--- config.mk ---
export PLATFORM = sky130hd
export DESIGN_NAME = retire_ctrl
export DESIGN_NICKNAME = d
export VERILOG_FILES = /design/src/rtl/retire_ctrl.sv
export SDC_FILE = /design/constraint.sdc
export NUM_CORES = 1
export LEC_CHECK = 0
export ABC_AREA = 1
export CAP_MARGIN = 20
export CORE_AREA = 2 2 123 125
export CTS_CLUSTER_SIZE = 16
export DETAILED_ROUTE_END_ITERATION = 12
export DIE_AREA = 0 0 125 127
export PLACE_DENSITY_LB_ADDON = 0.05
export SLEW_MARGIN = 20
export SYNTH_ARGS = -nofsm -noshare
export SYNTH_HDL_FRONTEND = slang
export SYNTH_SLANG_ARGS = --single-unit
export TNS_END_PERCENT = 30
--- constraint.sdc ---
create_clock -name clk -period 3.25 [get_ports clk]
set_input_delay 0.4875 -clock clk [delete_from_list [all_inputs] [get_ports clk]]
set_output_delay 0.4875 -clock clk [all_outputs]
set_load 0.02 [all_outputs]
--- src/rtl/retire_ctrl.sv ---
// Retirement sequencer: gates the commit stage and runs the trap/watchdog
// flush-redirect handshake plus debug halt/resume around in-order retirement.
module retire_ctrl #(
  parameter int          PC_W       = 32,
  parameter int          WDOG_LIMIT = 1024,
  parameter logic [31:0] WDOG_CAUSE = 32'h0000_0018
) (
  input  logic            clk,
  input  logic            rst,
  input  logic            rob_head_valid,
  input  logic            rob_head_done,
  input  logic            rob_head_has_trap,
  input  logic [31:0]     rob_head_trap_cause,
  input  logic [PC_W-1:0] rob_head_pc,
  input  logic            commit_valid,
  input  logic [PC_W-1:0] trap_vec_base,
  input  logic            halt_req,
  input  logic            resume_req,
  input  logic            flush_ack,
  input  logic            redirect_ready,
  output logic            retire_en,
  output logic            flush_req,
  output logic            redirect_valid,
  output logic [PC_W-1:0] redirect_pc,
  output logic [PC_W-1:0] trap_epc,
  output logic [31:0]     trap_cause,
  output logic            halted,
  output logic [1:0]      state,
  output logic [31:0]     trap_count
);

  typedef enum logic [1:0] {
    RUN      = 2'd0,
    FLUSH    = 2'd1,
    REDIRECT = 2'd2,
    HALT     = 2'd3
  } state_t;

  // The counter only needs to reach WDOG_LIMIT-1; the trip happens on the next stall.
  localparam int              CNT_W   = $clog2(WDOG_LIMIT);
  localparam logic [CNT_W-1:0] CNT_MAX = CNT_W'(WDOG_LIMIT - 1);

  state_t           state_q;
  state_t           state_d;
  logic [CNT_W-1:0] stall_cnt;
  logic             stall;
  logic             trap_hit;
  logic             wdog_hit;

  assign stall    = rob_head_valid && !rob_head_done;
  assign trap_hit = commit_valid && rob_head_has_trap;
  assign wdog_hit = stall && (stall_cnt == CNT_MAX);

  always_comb begin
    state_d        = state_q;
    retire_en      = 1'b0;
    flush_req      = 1'b0;
    redirect_valid = 1'b0;
    redirect_pc    = '0;
    halted         = 1'b0;
    case (state_q)
      RUN: begin
        retire_en = !halt_req;
        if (trap_hit || wdog_hit) state_d = FLUSH;
        else if (halt_req)        state_d = HALT;
      end
      FLUSH: begin
        flush_req = 1'b1;
        if (flush_ack) state_d = REDIRECT;
      end
      REDIRECT: begin
        redirect_valid = 1'b1;
        redirect_pc    = {trap_vec_base[PC_W-1:2], 2'b00};
        if (redirect_ready) state_d = RUN;
      end
      HALT: begin
        halted = 1'b1;
        if (resume_req && !halt_req) state_d = RUN;
      end
      default: state_d = RUN;
    endcase
  end

  assign state = state_q;

  always_ff @(posedge clk or posedge rst) begin
    if (rst) begin
      state_q   <= RUN;
      stall_cnt <= '0;
    end else begin
      state_q <= state_d;
      // Counting is only meaningful while staying in RUN; any exit or progress clears it.
      if (state_q == RUN && state_d == RUN && stall) stall_cnt <= stall_cnt + 1'b1;
      else                                          stall_cnt <= '0;
    end
  end

  always_ff @(posedge clk or posedge rst) begin
    if (rst) begin
      trap_epc   <= '0;
      trap_cause <= '0;
      trap_count <= '0;
    end else if (state_q == RUN) begin
      if (trap_hit) begin
        trap_epc   <= rob_head_pc;
        trap_cause <= rob_head_trap_cause;
        trap_count <= trap_count + 32'd1;
      end else if (wdog_hit) begin
        trap_epc   <= rob_head_pc;
        trap_cause <= WDOG_CAUSE;
        trap_count <= trap_count + 32'd1;
      end
    end
  end

`ifndef SYNTHESIS
  // Commit may only pop the head while retirement is live.
  commit_only_in_run: assert property (@(posedge clk) disable iff (rst)
    commit_valid |-> (state_q == RUN));
`endif

endmodule

* Yosys cells after proc, flatten, opt, wreduce, memory -nomap -nowiden
Index checks and enable logic that the tools add are counted.
Storage, ports and cells: flip-flop bits (word level) 108, input bits 106, output and inout port bits 134, logic and storage cells 42
Cells by class: $add $sub $neg 2, equality and inequality tests 4, mux-type cells 18, reduce and logical (&&, ||, !) cells 13
Operators by type and width (count):
- 32-bit 2-to-1 mux | 7
- 32-bit by 1-bit adder with 32-bit output (second input constant) | 1
- 10-bit by 1-bit adder with 10-bit output (second input constant) | 1
- 10-bit equality test (second input constant) | 1
- 10-bit 2-to-1 mux | 1
- 2-bit 2-to-1 mux | 5
- 2-bit one-hot mux with 4 select lines | 1
- 1-bit logical AND | 6
- 2-bit equality test (second input constant) | 2
- 2-bit zero test | 2
- 1-bit 2-to-1 mux | 4
- 2-bit by 1-bit equality test with 1-bit output (second input constant) | 1
- 1-bit zero test | 2
- 2-bit AND reduction | 1
- 2-bit nonzero test | 1
- 1-bit logical OR | 1

* Longest topological paths before layout
Gate-level depths: netlist of the first run.
depth after elaboration 10, mapped depth 10, gate-level depth less buffers 10

* Least setup slack after synthesis of the first run
No wires, ideal clock.
kind register to output, start register state_q[1] (netlist: state[1]), end output redirect_pc[10], data arrival time 1.510 ns, data required time 2.762 ns, slack 1.252 ns, cell stages (with the launch flop) 6, buffers on the path 1, cells stage by stage dfrtp_1 -> inv_1 -> nor2_1 -> inv_1 -> clkbuf_1 -> nor2_1
On the way: longest elaborated chain between the ends 2
RTL lines:
- from (decl) | RTL line 43 | state_t state_q;
- from (signal assigned) | RTL line 91 | state_q <= state_d;
- 2-bit equality test | RTL line 61 | case (state_q)
- 32-bit 2-to-1 mux | RTL line 61
- to (decl) | RTL line 24 | output logic [PC_W-1:0] redirect_pc,
Every way passes these cells.

* Final worst setup path of the first run
start register state_q[0] (netlist: state[0]), end output retire_en
On the way: longest elaborated chain between the ends 2
RTL lines:
- 2-bit zero test | RTL line 61
- 1-bit 2-to-1 mux | RTL line 61
- to (decl) | RTL line 21 | output logic retire_en,
Every way passes these cells.

==> flow_summary.html, run 1 <==
<table>
<tr><th>Metric</th><th>Value</th></tr>
<tr><th colspan="2">Run status</th></tr>
<tr><td>Outcome</td><td>finished, final reports clean</td></tr>
<tr><th colspan="2">Detailed routing</th></tr>
<tr><td>Antenna Violating Nets Remaining</td><td>0</td></tr>
<tr><td>Router iterations before antenna repair</td><td>4</td></tr>
<tr><td>Starting DRC count in detailed routing</td><td>260</td></tr>
<tr><td>Average via count per standard cell</td><td>4.398</td></tr>
<tr><td>WL per Instance</td><td>12.84 um</td></tr>
<tr><td>Total DRC errors in the routed layout</td><td>0</td></tr>
<tr><td>Total routed wirelength</td><td>14.98 mm</td></tr>
<tr><td>Vias post-DR</td><td>5133</td></tr>
<tr><th colspan="2">Critical path</th></tr>
<tr><td>Capture instance of the worst register-to-register path</td><td>stall_cnt[0]</td></tr>
<tr><td>Req. time, crit path</td><td>2.76 ns</td></tr>
<tr><td>Register-to-register path setup slack</td><td>1.09 ns</td></tr>
<tr><td>Worst reg2reg path depth</td><td>8</td></tr>
<tr><td>Largest stage delay, worst path</td><td>0.61 ns</td></tr>
<tr><td>Startpoint-to-endpoint class of the critical path</td><td>register to output pin</td></tr>
<tr><td>Data arrival time at the worst-slack endpoint</td><td>1.98 ns</td></tr>
<tr><td>Cell mode on critical path</td><td>nor2_1</td></tr>
<tr><td>Number of buffer and inverter instances along the worst setup path</td><td>2</td></tr>
<tr><td>Kind of start point of the critical path</td><td>register</td></tr>
<tr><td>Cell-by-cell listing of the critical path</td><td>nor2_1, inv_1, nor2_1, clkdlybuf4s50_1</td></tr>
<tr><td>Highest-delay cell along the critical path</td><td>clkdlybuf4s50_1</td></tr>
<tr><td>Maximum fanout along the worst path</td><td>5</td></tr>
<tr><td>Top Family by Delay on Critical Path</td><td>buffers and inverters</td></tr>
<tr><td>Source of the worst register-to-register timing path</td><td>stall_cnt[0]</td></tr>
<tr><td>Nature of the critical path endpoint</td><td>output pin</td></tr>
<tr><th colspan="2">Logic synthesis</th></tr>
<tr><td>Syn. warnings</td><td>0</td></tr>
<tr><td>Register area share after synthesis</td><td>50.10%</td></tr>
<tr><td>Synth top area share</td><td>50.10%</td></tr>
<tr><td>Number of enable flip-flop cells after synthesis</td><td>0</td></tr>
<tr><td>Top flip-flop cell by instance count after synthesis</td><td>dfrtp_1</td></tr>
<tr><td>Post-synthesis instance area</td><td>0.005394 mm^2</td></tr>
<tr><td>Synthesis-stage register bit count</td><td>108</td></tr>
<tr><td>Largest area contributor in the synthesized netlist</td><td>dfrtp_1</td></tr>
<tr><td>Synth async-reset ratio</td><td>100.0%</td></tr>
<tr><td>Syn_area_per_cell</td><td>7.192 um^2</td></tr>
<tr><td>Synth area leaders</td><td>dfrtp_1, nand2_1, nor2_1, inv_1, xor2_1</td></tr>
<tr><td>Number of distinct library cells after synthesis</td><td>21</td></tr>
<tr><td>Most frequently used cell type in the post-synthesis netlist</td><td>nand2_1</td></tr>
<tr><td>Gate Count Post-Synth</td><td>750</td></tr>
<tr><td>Top post-synthesis cells by count</td><td>nand2_1, dfrtp_1, nor2_1</td></tr>
<tr><th colspan="2">Die</th></tr>
<tr><td>Initial Util</td><td>37.40%</td></tr>
<tr><td>Core ar.</td><td>0.01442 mm^2</td></tr>
<tr><td>Rows</td><td>44</td></tr>
<tr><td>Die Height</td><td>127 um</td></tr>
<tr><td>Die ar.</td><td>0.01588 mm^2</td></tr>
<tr><td>Total I/O pin count</td><td>240</td></tr>
<tr><td>Horizontal die dimension</td><td>125 um</td></tr>
<tr><th colspan="2">Global routing</th></tr>
<tr><td>Number of antenna violations at the first check in global routing</td><td>0</td></tr>
<tr><td>All-Layer GR Usage</td><td>18.95%</td></tr>
<tr><td>Global route overflow</td><td>0</td></tr>
<tr><td>First-pass GRT wire length</td><td>24.47 mm</td></tr>
<tr><td>Largest net degree at the start of global routing</td><td>70</td></tr>
<tr><td>Vias in the first global route</td><td>4844</td></tr>
<tr><th colspan="2">Clocking</th></tr>
<tr><td>Bufs on Longest Clock Path</td><td>2</td></tr>
<tr><td>Clock root buffer master</td><td>clkbuf_16</td></tr>
<tr><td>Cts-stage hold buffer count</td><td>0</td></tr>
<tr><td>Total number of clock tree sinks</td><td>108</td></tr>
<tr><td>Post-CTS repair timing setup buffer count</td><td>0</td></tr>
<tr><td>TritonCTS clock tree</td><td>done</td></tr>
<tr><td>Post-cts gate resize count</td><td>0</td></tr>
<tr><td>Clock-pin slew reported for the worst setup and hold paths after clock tree synthesis</td><td>0.07 ns</td></tr>
<tr><td>Number of buffers created by CTS</td><td>9</td></tr>
<tr><td>CTS H-tree depth</td><td>3</td></tr>
<tr><td>Latest clock arrival within the worst-skew pair</td><td>0.35 ns</td></tr>
<tr><th colspan="2">Layout</th></tr>
<tr><td>Total number of nets in the final design</td><td>1087</td></tr>
<tr><td>Area added between synthesis and finish</td><td>53.00%</td></tr>
<tr><td>Non-filler instance count after layout</td><td>1167</td></tr>
<tr><td>Number of antenna repair diodes</td><td>0</td></tr>
<tr><td>Fraction of layout cells with a size suffix above 1</td><td>2.848%</td></tr>
<tr><th colspan="2">STA</th></tr>
<tr><td>Max Clock Skew</td><td>0.008108 ns</td></tr>
<tr><td>Final hold violations</td><td>0</td></tr>
<tr><td>Post-layout min period</td><td>2.469 ns</td></tr>
<tr><td>Setup tns final</td><td>0 ns</td></tr>
<tr><td>Share of the cycle needed by the critical path after routing</td><td>75.98%</td></tr>
<tr><td>FMAX</td><td>405.0 MHz</td></tr>
<tr><td>Setup-failing EPs final</td><td>0</td></tr>
<tr><td>Unrepaired setup endpoints after global routing</td><td>false</td></tr>
<tr><td>Worst slew margin relative to its limit</td><td>57.12%</td></tr>
<tr><td>Slew at the pin with the worst max-slew slack</td><td>0.6432 ns</td></tr>
<tr><td>Final max-slew violation count</td><td>0</td></tr>
<tr><th colspan="2">Place</th></tr>
<tr><td>Detailed placement HPWL</td><td>10.94 mm</td></tr>
<tr><td>Total instance count after detailed placement</td><td>1152</td></tr>
<tr><td>Final weighted congestion of routability-driven global placement</td><td>0.8367</td></tr>
<tr><td>Count of buffers from port buffering</td><td>235</td></tr>
<tr><th colspan="2">Min path</th></tr>
<tr><td>Source of the worst hold timing path</td><td>trap_cause[26]</td></tr>
<tr><td>Type of the worst min-delay path</td><td>register to register</td></tr>
<tr><td>Worst Hold End</td><td>trap_cause[26]</td></tr>
<tr><td>Min-Delay Path Depth</td><td>2</td></tr>
<tr><th colspan="2">Flow run</th></tr>
<tr><td>Number of maximum-capacitance constraint violations</td><td>0</td></tr>
<tr><th colspan="2">Pwr</th></tr>
<tr><td>Maximum ir drop on the vdd rail</td><td>0.4528 mV</td></tr>
<tr><td>Final Total Pwr</td><td>5988 uW</td></tr>
<tr><td>Power density over the cells</td><td>725.6 mW/mm^2</td></tr>
<tr><td>Leakage power</td><td>0.003935 uW</td></tr>
</table>
[routing by layer]
metal  global-route usage (%)  wire length (um)  up-vias
met5                        0                 0        -
met4                    5.490               187        0
met3                    6.826              1377       12
met2                    30.21              6621      185
met1                    24.49              6797     2250
li1                         -                 -     2686
[report_power, final]
group | total [uW] | internal (uW) | switching [uW]
clock | 1250 | 756 | 498
sequential | 2030 | 1760 | 269
combinational | 2710 | 1250 | 1460
total | 5990 | 3770 | 2220
[metrics by stage]
stage	instance area [um^2]	worst slack [ns]	hold WS, ns	utilization, %
after global placement	7916	0.8172	0.4496	54.88
after detailed placement	7916	0.7880	0.4506	54.88
after CTS	8253	0.7380	0.4763	57.22
after floorplan	5401	1.252	0.4329	-
final	8253	0.7806	0.4702	57.22
after global routing	8253	0.6383	0.4859	57.22
[state kept, by name, summed over array words and instances (netlist names)]
register,flops
stall_cnt,10
state,2
trap_cause,32
trap_count,32
trap_epc,32
[worst min-delay path: stages, from the launching register on]
cell	delay [ns]
dfrtp_1	0.35
nand2_1	0.05
nand2_1	0.04
[cell families after synthesis]
kind of cell	count (synthesis)	share of synthesized area (%)
and+or+nand+nor	519	37.46
xor gates and xnor gates	15	2.436
DFF	108	50.10
AOI/OAI and AO/OA	13	1.461
buffers and inverters	92	8.003
adders and majority gates	2	0.4639
other	1	0.06952
[worst max-delay path by stage]
stage,cells after the start,to,from
final,4,retire_en,state[0]
after global placement,9,stall_cnt[7],rob_head_done
after detailed placement,9,stall_cnt[5],rob_head_done
after floorplan,5,redirect_pc[10],state[1]
after CTS,6,redirect_pc[23],state[1]
after global routing,6,redirect_pc[31],state[1]
[area by class of cell]
type / count / area (um^2)
fillers: 1394 / 6171
repair buffers: 242 / 2455
well taps: 184 / 230.2
flip-flops and latches: 108 / 2703
clock inverters: 5 / 107.6
clock buffers: 10 / 229.0
inverters: 67 / 255.2
multi-input cells: 551 / 2273
[placed cells by master, fill, tap and decap left out, drive strengths merged]
cell	synthesis	final
a21oi	3	3
buf	19	7
bufinv	0	3
clkbuf	6	10
clkdlybuf4s50	0	235
clkinvlp	0	1
conb	1	2
dfrtp	108	108
ha	2	2
inv	67	68
nand2	381	381
nand3	22	22
nand3b	8	8
nand4	1	1
nor2	107	107
o21ai	9	9
o31ai	1	1
xnor2	2	2
xor2	13	13
No activity file was read; power rests on OpenSTA's default activity.
==> run 2, diff against run 1 <==
==> constraint.sdc (replaced) <==
create_clock -name clk -period 2.1 [get_ports clk]
set_input_delay 0.315 -clock clk [delete_from_list [all_inputs] [get_ports clk]]
set_output_delay 0.315 -clock clk [all_outputs]
set_load 0.02 [all_outputs]
==> run 2 against run 1 <==
  * First-iteration DRC count is 21% higher
  * Die area did not move
  * Clock power increased by 46%
  * Via count increased by 3.0%
  * Combinational power grew 55%
  * Global-route usage is essentially flat
  * Worst hold slack got worse by 0.058 ns
  * Worst setup slack got worse by 0.66 ns
  * Clock skew up 0.0013 ns
  * Cell count increased by 0.69%
  * Critical endpoint is now redirect_pc[23]
  * Largest cell class unchanged
==> flow_summary.html, run 2 (synthesized netlist as in run 1, its figures left out) <==
<table>
<tr><th>Metric</th><th>Value</th></tr>
<tr><th colspan="2">STA</th></tr>
<tr><td>FMAX</td><td>506.1 MHz</td></tr>
<tr><td>Share of the cycle needed by the critical path after routing</td><td>94.09%</td></tr>
<tr><td>Setup-failing EPs final</td><td>0 (unchanged)</td></tr>
<tr><td>Max Clock Skew</td><td>0.009443 ns (+0.001335 ns)</td></tr>
<tr><td>Setup tns final</td><td>0 ns (unchanged)</td></tr>
<tr><td>Unrepaired setup endpoints after global routing</td><td>false</td></tr>
<tr><td>Final hold violations</td><td>0 (unchanged)</td></tr>
<tr><td>Post-layout min period</td><td>1.976 ns</td></tr>
<tr><td>Final max-slew violation count</td><td>0 (unchanged)</td></tr>
<tr><th colspan="2">Critical path</th></tr>
<tr><td>Nature of the critical path endpoint</td><td>output pin</td></tr>
<tr><td>Worst reg2reg path depth</td><td>10 (+2)</td></tr>
<tr><td>Startpoint-to-endpoint class of the critical path</td><td>register to output pin</td></tr>
<tr><td>Cell-by-cell listing of the critical path</td><td>inv_1, nor2_1, inv_1, buf_12, nor2_1, dlygate4sd2_1</td></tr>
<tr><td>Largest stage delay, worst path</td><td>0.40 ns (-0.21 ns)</td></tr>
<tr><td>Highest-delay cell along the critical path</td><td>dfrtp_1</td></tr>
<tr><td>Count of cell instances traversed by the critical path</td><td>6 (+2)</td></tr>
<tr><td>Kind of start point of the critical path</td><td>register</td></tr>
<tr><td>Top Family by Delay on Critical Path</td><td>buffers and inverters</td></tr>
<tr><td>Data arrival time at the worst-slack endpoint</td><td>1.66 ns (-0.32 ns)</td></tr>
<tr><td>Req. time, crit path</td><td>1.78 ns (-0.98 ns)</td></tr>
<tr><td>Maximum fanout along the worst path</td><td>31 (+26)</td></tr>
<tr><td>Number of buffer and inverter instances along the worst setup path</td><td>4 (+2)</td></tr>
<tr><th colspan="2">Detailed routing</th></tr>
<tr><td>Vias post-DR</td><td>5287 (+3.0%)</td></tr>
<tr><td>Average via count per standard cell</td><td>4.500 (+2.3%)</td></tr>
<tr><td>Antenna Violating Nets Remaining</td><td>0 (unchanged)</td></tr>
<tr><td>Total DRC errors in the routed layout</td><td>0 (unchanged)</td></tr>
<tr><td>WL per Instance</td><td>12.76 um (-0.59%)</td></tr>
<tr><td>Total routed wirelength</td><td>15.00 mm (about the same)</td></tr>
<tr><td>Router iterations before antenna repair</td><td>4 (unchanged)</td></tr>
<tr><td>Starting DRC count in detailed routing</td><td>315 (+21%)</td></tr>
<tr><th colspan="2">Layout</th></tr>
<tr><td>Total number of nets in the final design</td><td>1095 (+0.74%)</td></tr>
<tr><td>Commonest non-fill, non-tap cells in the layout</td><td>nand2_1, clkdlybuf4s50_1, dfrtp_1</td></tr>
<tr><td>Number of antenna repair diodes</td><td>0 (unchanged)</td></tr>
<tr><td>Finished Core Util</td><td>57.56% (+0.35 points)</td></tr>
<tr><td>Area added between synthesis and finish</td><td>53.93%</td></tr>
<tr><td>Most common cell after layout, fill and taps aside</td><td>nand2_1</td></tr>
<tr><td>Fraction of layout cells with a size suffix above 1</td><td>3.633% (+0.78 points)</td></tr>
<tr><td>Top Registers</td><td>trap_cause (32), trap_count (32), trap_epc (32)</td></tr>
<tr><td>Non-filler instance count after layout</td><td>1175 (+0.69%)</td></tr>
<tr><td>Final Instance Area</td><td>0.008303 mm^2 (+0.61%)</td></tr>
<tr><th colspan="2">Clocking</th></tr>
<tr><td>TritonCTS clock tree</td><td>done</td></tr>
<tr><td>Cts-stage hold buffer count</td><td>0 (unchanged)</td></tr>
<tr><td>Clock root buffer master</td><td>clkbuf_16</td></tr>
<tr><td>Number of buffers created by CTS</td><td>9 (unchanged)</td></tr>
<tr><td>Bufs on Longest Clock Path</td><td>2 (unchanged)</td></tr>
<tr><td>Total number of clock tree sinks</td><td>108 (unchanged)</td></tr>
<tr><td>CTS H-tree depth</td><td>3 (unchanged)</td></tr>
<tr><td>Clock-pin slew reported for the worst setup and hold paths after clock tree synthesis</td><td>0.07 ns (about the same)</td></tr>
<tr><td>Latest clock arrival within the worst-skew pair</td><td>0.35 ns (about the same)</td></tr>
<tr><th colspan="2">Die</th></tr>
<tr><td>Die ar.</td><td>0.01588 mm^2 (unchanged)</td></tr>
<tr><td>Total I/O pin count</td><td>240 (unchanged)</td></tr>
<tr><td>Rows</td><td>44 (unchanged)</td></tr>
<tr><td>Horizontal die dimension</td><td>125 um (unchanged)</td></tr>
<tr><td>Die Height</td><td>127 um (unchanged)</td></tr>
<tr><td>Core ar.</td><td>0.01442 mm^2 (unchanged)</td></tr>
<tr><td>Initial Util</td><td>37.40% (unchanged)</td></tr>
<tr><th colspan="2">Pwr</th></tr>
<tr><td>Leakage power</td><td>0.004107 uW (+4.4%)</td></tr>
<tr><td>Proportion of power drawn by combinational gates</td><td>45.8% (+0.6 points)</td></tr>
<tr><td>Part of the power in registers</td><td>34.1% (+0.3 points)</td></tr>
<tr><td>Switching pwr</td><td>3450 uW (+55%)</td></tr>
<tr><td>Power density over the cells</td><td>1101 mW/mm^2 (+52%)</td></tr>
<tr><td>Maximum ir drop on the vdd rail</td><td>0.7056 mV (+56%)</td></tr>
<tr><td>Relative contribution of the clock network to total power</td><td>20.1% (-0.8 points)</td></tr>
<tr><td>Switching share of power</td><td>37.74% (+0.62 points)</td></tr>
<tr><td>Internal Pwr Total</td><td>5691 uW (+51%)</td></tr>
<tr><th colspan="2">Place</th></tr>
<tr><td>Final weighted congestion of routability-driven global placement</td><td>0.8350 (-0.20%)</td></tr>
<tr><td>Count of buffers from port buffering</td><td>235 (unchanged)</td></tr>
<tr><td>Total instance count after detailed placement</td><td>1160 (+0.69%)</td></tr>
<tr><td>Detailed placement HPWL</td><td>11.11 mm (+1.5%)</td></tr>
<tr><td>Placed standard-cell area</td><td>0.008026 mm^2 (+1.4%)</td></tr>
<tr><th colspan="2">Flow run</th></tr>
<tr><td>Number of maximum-capacitance constraint violations</td><td>0 (unchanged)</td></tr>
<tr><th colspan="2">Global routing</th></tr>
<tr><td>Number of antenna violations at the first check in global routing</td><td>0 (unchanged)</td></tr>
<tr><td>First-pass GRT wire length</td><td>24.66 mm (+0.76%)</td></tr>
<tr><td>Vias in the first global route</td><td>4959 (+2.4%)</td></tr>
<tr><td>Global route overflow</td><td>0 (unchanged)</td></tr>
<tr><td>Largest net degree at the start of global routing</td><td>58 (-17%)</td></tr>
<tr><td>All-Layer GR Usage</td><td>18.95% (about the same)</td></tr>
<tr><th colspan="2">Min path</th></tr>
<tr><td>Type of the worst min-delay path</td><td>input port to asynchronous set/reset pin</td></tr>
<tr><th colspan="2">Run status</th></tr>
<tr><td>Outcome</td><td>finished, final reports clean</td></tr>
</table>
-- run 2: layout make-up --
type / count / area [um^2]
clock inverters: 5 / 86.33
fillers: 1384 / 6121
clock buffers: 10 / 229.0
multi-input cells: 551 / 2273
flip-flops and latches: 108 / 2703
well taps: 184 / 230.2
repair buffers: 250 / 2526
inverters: 67 / 255.2
-- run 2: stage by stage --
step | hold slack (ns) | power, uW | worst slack [ns]
3_5_place_dp | 0.4590 | 7502 | 0.1732
3_3_place_gp | 0.4531 | 7483 | 0.1866
2_1_floorplan | 0.4246 | 5230 | 0.2749
6_report | 0.4123 | 9141 | 0.1240
4_1_cts | 0.4219 | 9266 | 0.08927
5_1_grt | 0.4497 | 9710 | 0.02537
-- run 2: path summary, 6_finish.rpt --
kind / slack (ns) / startpoint / endpoint
min reg2reg: 0.46 / stall_cnt[0] / stall_cnt[0]
max in group asynchronous: 1.39 / rst / trap_count[15]
max reg2reg: 0.29 / trap_count[0] / trap_count[26]
min: 0.41 / rst / trap_cause[4]
min in group clk: 0.46 / stall_cnt[0] / stall_cnt[0]
max: 0.12 / state[1] / redirect_pc[23]
-- run 2: timing repair --
action                     4_1_cts  5_1_grt
setup buffers                    0        0
setup endpoints to repair       31        0
resized for setup               31        0
-- run 2: worst register-to-register path, cell delays in order, from the launching register on --
cell and delay, ns:
dfrtp_1 0.45, ha_1 0.29, inv_1 0.08, nor2_1 0.19, nand2_1 0.13, nor2_1 0.28, nand2_1 0.10, nand2_1 0.06
nand2_1 0.04, nand2_1 0.05, nand2_1 0.04
-- run 2: power groups by stage --
stage	Sequential (uW)	Combinational (uW)	Clock (uW)
detailed placement	3130	4370	0
CTS	3120	4260	1880
floorplan	3900	1330	0
finish	3120	4190	1830
global placement	3130	4350	0
global route	3200	4550	1950
-- run 2: layer usage --
layer / track usage [%] / wire length [um]
met1: 24.15 / 6660
met2: 30.98 / 6723
met3: 6.575 / 1436
met4: 5.098 / 175
met5: 0 / 0
